## src/rtl/gate_seq_pkg.sv

```systemverilog
// ============================================================================
// Module  : gate_seq_pkg
// Brief   : Shared constants and state encoding for the gate-cell self-test.
// Revision: 1.0 - initial release
// ============================================================================
`default_nettype none

package gate_seq_pkg;

   localparam int unsigned c_NUM_VECTORS = 8;
   localparam int unsigned c_IDX_W       = 3;
   localparam int unsigned c_TIMER_W     = 4;

   localparam logic [c_NUM_VECTORS-1:0] c_EXPECTED_TT_DEFAULT = 8'h14;

   localparam logic [2:0] c_ST_IDLE   = 3'd0;
   localparam logic [2:0] c_ST_DRIVE  = 3'd1;
   localparam logic [2:0] c_ST_SETTLE = 3'd2;
   localparam logic [2:0] c_ST_SAMPLE = 3'd3;
   localparam logic [2:0] c_ST_DONE   = 3'd4;

   typedef enum logic [2:0] {
      ST_IDLE   = c_ST_IDLE,
      ST_DRIVE  = c_ST_DRIVE,
      ST_SETTLE = c_ST_SETTLE,
      ST_SAMPLE = c_ST_SAMPLE,
      ST_DONE   = c_ST_DONE
   } seq_state_t;

endpackage

`default_nettype wire

```

## src/rtl/cell_settle_timer.sv

```systemverilog
// ============================================================================
// Module  : cell_settle_timer
// Brief   : Loadable down-counter with zero flag, paces the settle window.
// Revision: 1.0 - initial release
// ============================================================================
`default_nettype none

module cell_settle_timer
   import gate_seq_pkg::*;
#(
   parameter int unsigned WIDTH = c_TIMER_W
) (
   input  logic             clk,
   input  logic             rst_n,
   input  logic             i_load,
   input  logic [WIDTH-1:0] i_load_val,
   input  logic             i_en,
   output logic             o_zero
);

   logic [WIDTH-1:0] r_count;

   // Counting stops at zero so a late enable can never wrap the window.
   always_ff @(posedge clk) begin
      if (!rst_n) begin
         r_count <= '0;
      end else if (i_load) begin
         r_count <= i_load_val;
      end else if (i_en && (r_count != '0)) begin
         r_count <= r_count - 1'b1;
      end
   end

   assign o_zero = (r_count == '0);

endmodule

`default_nettype wire

```

## src/rtl/gate_cell_sequencer.sv

```systemverilog
// ============================================================================
// Module  : gate_cell_sequencer
// Brief   : Steps a 3-input gate cell through all vectors and grades its output.
// Revision: 1.0 - initial release
// ============================================================================
`default_nettype none

module gate_cell_sequencer
   import gate_seq_pkg::*;
#(
   parameter int unsigned                SETTLE_CYCLES = 2,
   parameter logic [c_NUM_VECTORS-1:0]   EXPECTED_TT   = c_EXPECTED_TT_DEFAULT
) (
   input  logic                     clk,
   input  logic                     rst_n,
   input  logic                     start,
   input  logic                     abort,
   input  logic                     cell_y,
   output logic                     cell_a,
   output logic                     cell_b,
   output logic                     cell_c,
   output logic                     busy,
   output logic                     done,
   output logic                     pass,
   output logic [c_NUM_VECTORS-1:0] result,
   output logic [3:0]               err_count,
   output logic                     fail_valid,
   output logic [c_IDX_W-1:0]       first_fail_idx
);

   // The timer is loaded with N-1 so SETTLE lasts exactly N cycles.
   localparam bit                   c_SKIP_SETTLE = (SETTLE_CYCLES == 0);
   localparam logic [c_TIMER_W-1:0] c_SETTLE_LOAD =
      c_SKIP_SETTLE ? '0 : c_TIMER_W'(SETTLE_CYCLES - 1);
   localparam logic [c_IDX_W-1:0]   c_LAST_IDX    = c_IDX_W'(c_NUM_VECTORS - 1);

   seq_state_t r_state;
   seq_state_t w_state_next;

   logic                     w_launch;
   logic                     w_abort_run;
   logic                     w_sample;
   logic                     w_timer_load;
   logic                     w_timer_en;
   logic                     w_timer_zero;
   logic                     w_mismatch;
   logic [3:0]               w_err_next;

   logic [2:0]               r_cell_abc;
   logic [c_IDX_W-1:0]       r_idx;
   logic [c_NUM_VECTORS-1:0] r_result;
   logic [3:0]               r_err_count;
   logic                     r_fail_valid;
   logic [c_IDX_W-1:0]       r_first_fail_idx;
   logic                     r_pass;

   cell_settle_timer #(
      .WIDTH      (c_TIMER_W)
   ) u_settle_timer (
      .clk        (clk),
      .rst_n      (rst_n),
      .i_load     (w_timer_load),
      .i_load_val (c_SETTLE_LOAD),
      .i_en       (w_timer_en),
      .o_zero     (w_timer_zero)
   );

   always_ff @(posedge clk) begin
      if (!rst_n) begin
         r_state <= ST_IDLE;
      end else begin
         r_state <= w_state_next;
      end
   end

   always_comb begin
      w_state_next = r_state;
      w_launch     = 1'b0;
      w_abort_run  = 1'b0;
      w_sample     = 1'b0;
      w_timer_load = 1'b0;
      w_timer_en   = 1'b0;
      case (r_state)
         ST_IDLE: begin
            if (start && !abort) begin
               w_launch     = 1'b1;
               w_state_next = ST_DRIVE;
            end
         end
         ST_DRIVE: begin
            if (abort) begin
               w_abort_run  = 1'b1;
               w_state_next = ST_IDLE;
            end else begin
               w_timer_load = 1'b1;
               w_state_next = c_SKIP_SETTLE ? ST_SAMPLE : ST_SETTLE;
            end
         end
         ST_SETTLE: begin
            if (abort) begin
               w_abort_run  = 1'b1;
               w_state_next = ST_IDLE;
            end else if (w_timer_zero) begin
               w_state_next = ST_SAMPLE;
            end else begin
               w_timer_en   = 1'b1;
            end
         end
         ST_SAMPLE: begin
            if (abort) begin
               w_abort_run  = 1'b1;
               w_state_next = ST_IDLE;
            end else begin
               w_sample     = 1'b1;
               w_state_next = (r_idx == c_LAST_IDX) ? ST_DONE : ST_DRIVE;
            end
         end
         ST_DONE: begin
            w_state_next = ST_IDLE;
         end
         default: begin
            w_state_next = ST_IDLE;
         end
      endcase
   end

   assign w_mismatch = (cell_y != EXPECTED_TT[r_idx]);
   assign w_err_next = r_err_count + {3'b000, w_mismatch};

   // pass folds in a mismatch on the last vector, so it is valid alongside done.
   always_ff @(posedge clk) begin
      if (!rst_n) begin
         r_cell_abc       <= '0;
         r_idx            <= '0;
         r_result         <= '0;
         r_err_count      <= '0;
         r_fail_valid     <= 1'b0;
         r_first_fail_idx <= '0;
         r_pass           <= 1'b0;
      end else if (w_launch) begin
         r_cell_abc       <= '0;
         r_idx            <= '0;
         r_result         <= '0;
         r_err_count      <= '0;
         r_fail_valid     <= 1'b0;
         r_first_fail_idx <= '0;
         r_pass           <= 1'b0;
      end else if (w_abort_run) begin
         r_cell_abc       <= '0;
      end else if (w_sample) begin
         r_result[r_idx]  <= cell_y;
         r_err_count      <= w_err_next;
         if (w_mismatch && !r_fail_valid) begin
            r_fail_valid     <= 1'b1;
            r_first_fail_idx <= r_idx;
         end
         if (r_idx == c_LAST_IDX) begin
            r_pass <= (w_err_next == 4'd0);
         end else begin
            r_idx      <= r_idx + 1'b1;
            r_cell_abc <= r_idx + 1'b1;
         end
      end
   end

   assign {cell_a, cell_b, cell_c} = r_cell_abc;
   assign busy           = (r_state == ST_DRIVE) || (r_state == ST_SETTLE) ||
                           (r_state == ST_SAMPLE);
   assign done           = (r_state == ST_DONE);
   assign pass           = r_pass;
   assign result         = r_result;
   assign err_count      = r_err_count;
   assign fail_valid     = r_fail_valid;
   assign first_fail_idx = r_first_fail_idx;

endmodule

`default_nettype wire

```

## config.mk

```make
export PLATFORM = sky130hd
export DESIGN_NAME = gate_cell_sequencer
export DESIGN_NICKNAME = d
export VERILOG_FILES = /design/src/rtl/gate_seq_pkg.sv /design/src/rtl/cell_settle_timer.sv /design/src/rtl/gate_cell_sequencer.sv
export SDC_FILE = /design/constraint.sdc
export NUM_CORES = 1
export LEC_CHECK = 0
export CAP_MARGIN = 20
export CORE_UTILIZATION = 51
export CTS_CLUSTER_DIAMETER = 80
export CTS_CLUSTER_SIZE = 25
export DETAILED_ROUTE_END_ITERATION = 10
export HOLD_SLACK_MARGIN = 0.03
export PLACE_DENSITY = 0.81
export SLEW_MARGIN = 40
export SYNTH_ARGS = -nofsm -noshare
export SYNTH_HDL_FRONTEND = slang
export SYNTH_SLANG_ARGS = --single-unit
```

## constraint.sdc

```tcl
create_clock -name clk -period 2.3 [get_ports clk]
set_input_delay 0.69 -clock clk [delete_from_list [all_inputs] [get_ports clk]]
set_output_delay 0.69 -clock clk [all_outputs]
set_load 0.03 [all_outputs]
```

==> impl_metrics.env <==
export IMPL_status="completed"
export IMPL_antenna_found_initial=0
export IMPL_finalPower_uw=902
export IMPL_drc_errors=0
export IMPL_holdWs_ns=0.458
export IMPL_synth_edff_count=0
export IMPL_ys_seq_area_frac=0.423
export IMPL_cts_hold_buf=0
export IMPL_placed_cell_area_sq_mm=0.00180
export IMPL_placementRows=19
export IMPL_clkLatencyLatePin_ns=0.32
export IMPL_io_buffers=26
export IMPL_slew_violations=0
export IMPL_clockBufferDepth=2
export IMPL_coreArea_sq_mm=0.00273
export IMPL_cts_tree="built"
export IMPL_postRouteAntennaNets=0
export IMPL_synth_cells=167
export IMPL_globalplace_congestion=0.780
export IMPL_synth_xor_area_frac=0.0478
export IMPL_hold_viol=0
export IMPL_area_delta_synth_final_pct=25.3
export IMPL_pwr_share_clk=0.305
export IMPL_cts_made_buffers=5
export IMPL_holdCritPathClass="reg2reg"
export IMPL_grt_setup_unrepaired="no"
export IMPL_die_h_um=55.6
export IMPL_crit_arrival_ns=1.53
export IMPL_cap_violations=0
export IMPL_clock_sinks=31
export IMPL_cts_clk_slew_worst_paths_ns=0.09
export IMPL_synth_compound_area_share=0.0768
export IMPL_critPathLaunchType="register"
export IMPL_synth_simple_gate_area_frac=0.286
export IMPL_tns_ns=0
export IMPL_syn_avg_cell_area_sq_um=8.78
export IMPL_synthDistinctLibCells=40
export IMPL_synth_top_family_by_area="simple AND/OR/NAND/NOR gates"
export IMPL_grt_ovfl_total=0
export IMPL_stdcell_area_sq_mm=0.00184
export IMPL_synth_async_reset_ratio=0
export IMPL_grt_max_degree=22
export IMPL_yosys_area_top_type="dfxtp_1"
export IMPL_grt_pass1_wl_mm=5.40
export IMPL_end_kind="primary output"
export IMPL_seqPwrFrac=0.603
export IMPL_synth_ff_type="dfxtp_1"
export IMPL_pwr_share_comb=0.093
export IMPL_synthMuxAreaShare=0.0819
export IMPL_p_sw_frac=0.239
export IMPL_io_pins=27
export IMPL_synth_fa_ha_area_frac=0.0427
export IMPL_antenna_cells=0
export IMPL_finalSetupViolations=0
export IMPL_vdd_ir_drop_max_mv=0.459
export IMPL_ys_top_cells_by_area="dfxtp_1 42%, mux2i_1 8.2%, nor2_1 6.1%, nand2_1 4.6%, ha_1 4.3%"
export IMPL_yosysWarningCount=0
export IMPL_vias_per_cell=5.50
export IMPL_slew_headroom=0.697
export IMPL_grt_use_total=0.220
export IMPL_synthesis_nets=177
export IMPL_worstPathRequired_ns=1.61
export IMPL_timing_final_crit_share=0.964
export IMPL_hpwl_mm=2.32
export IMPL_intPower_uw=686
export IMPL_wl_per_cell_um=13.7
export IMPL_switching_power_uw=216
export IMPL_fin_nets=210
export IMPL_die_x_um=55.6
export IMPL_grt_pass1_vias=1234
export IMPL_leakagePower_nw=0.702
export IMPL_synth_most_common_cell="dfxtp_1"
export IMPL_fin_worst_skew_ns=0.00997
export IMPL_netlist_area_sq_mm=0.00147
export IMPL_cts_max_level=2
export IMPL_vias=1265
export IMPL_fin_util=0.672
export IMPL_die_area_sq_mm=0.00309
export IMPL_initial_core_util=0.536
export IMPL_tightestPinTransition_ns=0.454
export IMPL_synthTopCellsByCount="31 x dfxtp_1, 24 x nor2_1, 18 x nand2_1"
export IMPL_synth_top_area_frac=0.423
export IMPL_root_buffer="clkbuf_4"
export IMPL_cp_max_fo=9
export IMPL_drt_iter0_drc=25
export IMPL_fmax_ghz=0.451
export IMPL_dr_pass1_iters=4
export IMPL_ys_ff_latch=31
export IMPL_routed_wl_mm=3.16
export IMPL_period_needed_ns=2.22
export IMPL_layout_drive_gt1_share=0.101
export IMPL_powerDensity_mw_per_mm2=491
export IMPL_critPathKind="reg2out"
-- power groups by stage --
stage	Combinational, mW	Clock [mW]	Sequential, mW
after floorplan	0.0542	0	0.555
after global placement	0.0793	0	0.556
after detailed placement	0.0833	0	0.556
after CTS	0.0839	0.281	0.543
after global routing	0.0908	0.299	0.544
final	0.0836	0.275	0.544
-- sequential cells by signal (all words and copies together), names as in the netlist, named ones only --
name,flops
err_count,4
fail_valid,1
first_fail_idx,3
pass,1
r_cell_abc,3
r_idx,3
r_state,3
result,8
u_settle_timer.r_count,4
-- worst paths after layout --
check	startpoint	to	slack (ns)	depth (start not counted)
worst max register to register	r_idx[0]$_SDFFE_PP0P_	register	0.38	5
worst min register to register	r_cell_abc[2]$_SDFFE_PP0P_	r_cell_abc[2]$_SDFFE_PP0P_	0.46	2
worst max-delay path	r_state[2]$_SDFFE_PN0P_	busy	0.08	2
worst min-delay path	r_cell_abc[2]$_SDFFE_PP0P_	r_cell_abc[2]$_SDFFE_PP0P_	0.46	2
-- area by class of cell --
| type | count | area, sq um |
|---|---|---|
| inverter | 3 | 11.3 |
| clock buffer | 6 | 41.3 |
| tap | 31 | 38.8 |
| multi-input combinational | 122 | 785 |
| timing repair buffer | 37 | 342 |
| fill | 219 | 896 |
| sequential | 31 | 621 |
-- stage by stage --
stage	setup slack [ns]	instances
CTS	0.0608	230
floorplan	0.203	167
detailed placement	-0.172	224
global route	0.00437	230
global placement	-0.0889	224
finish	0.0819	230
-- routing by layer --
| layer | vias to the layer above | global-route usage | part of all wire |
|---|---|---|---|
| met4 | 0 | 0.0929 | 0.0054 |
| met1 | 594 | 0.252 | 0.44 |
| li1 | 639 | - | - |
| met3 | 2 | 0.0535 | 0.048 |
| met2 | 30 | 0.389 | 0.51 |
| met5 | - | 0 | 0 |
-- timing repair --
item	in CTS	in global routing
buffers inserted	0	0
gates resized for setup	1	0
hold endpoints to repair	0	0
endpoints found under the setup margin	1	0
-- critical path: stages (launching register included) --
cell and delay [ns]:
dfxtp_1 0.39, nor2_1 0.14, clkdlybuf4s50_1 0.68
-- cells by family (layout without fill, tap and decap cells) --
family / count (synthesis) / in the layout
AOI/OAI and AO/OA: 19 / 19
xor gates and xnor gates: 8 / 8
adders and majority gates: 5 / 5
buffers and inverters: 14 / 46
DFF: 31 / 31
muxes: 12 / 12
and+or+nand+nor: 78 / 78
-- layout by cell type (no fill, tap or decap), types with 3 or more instances in the layout --
cell             instances
dfxtp_1                 31
clkdlybuf4s50_1         25
nor2_1                  24
nand2_1                 18
a21oi_1                 12
mux2i_1                 12
buf_4                   11
xnor2_1                  5
nor3_1                   5
ha_1                     5
clkbuf_4                 5
nand3_1                  4
nand2b_1                 4
inv_1                    3
xor2_1                   3
nand4b_1                 3
Note: power is estimated with default switching activity, not from simulation.
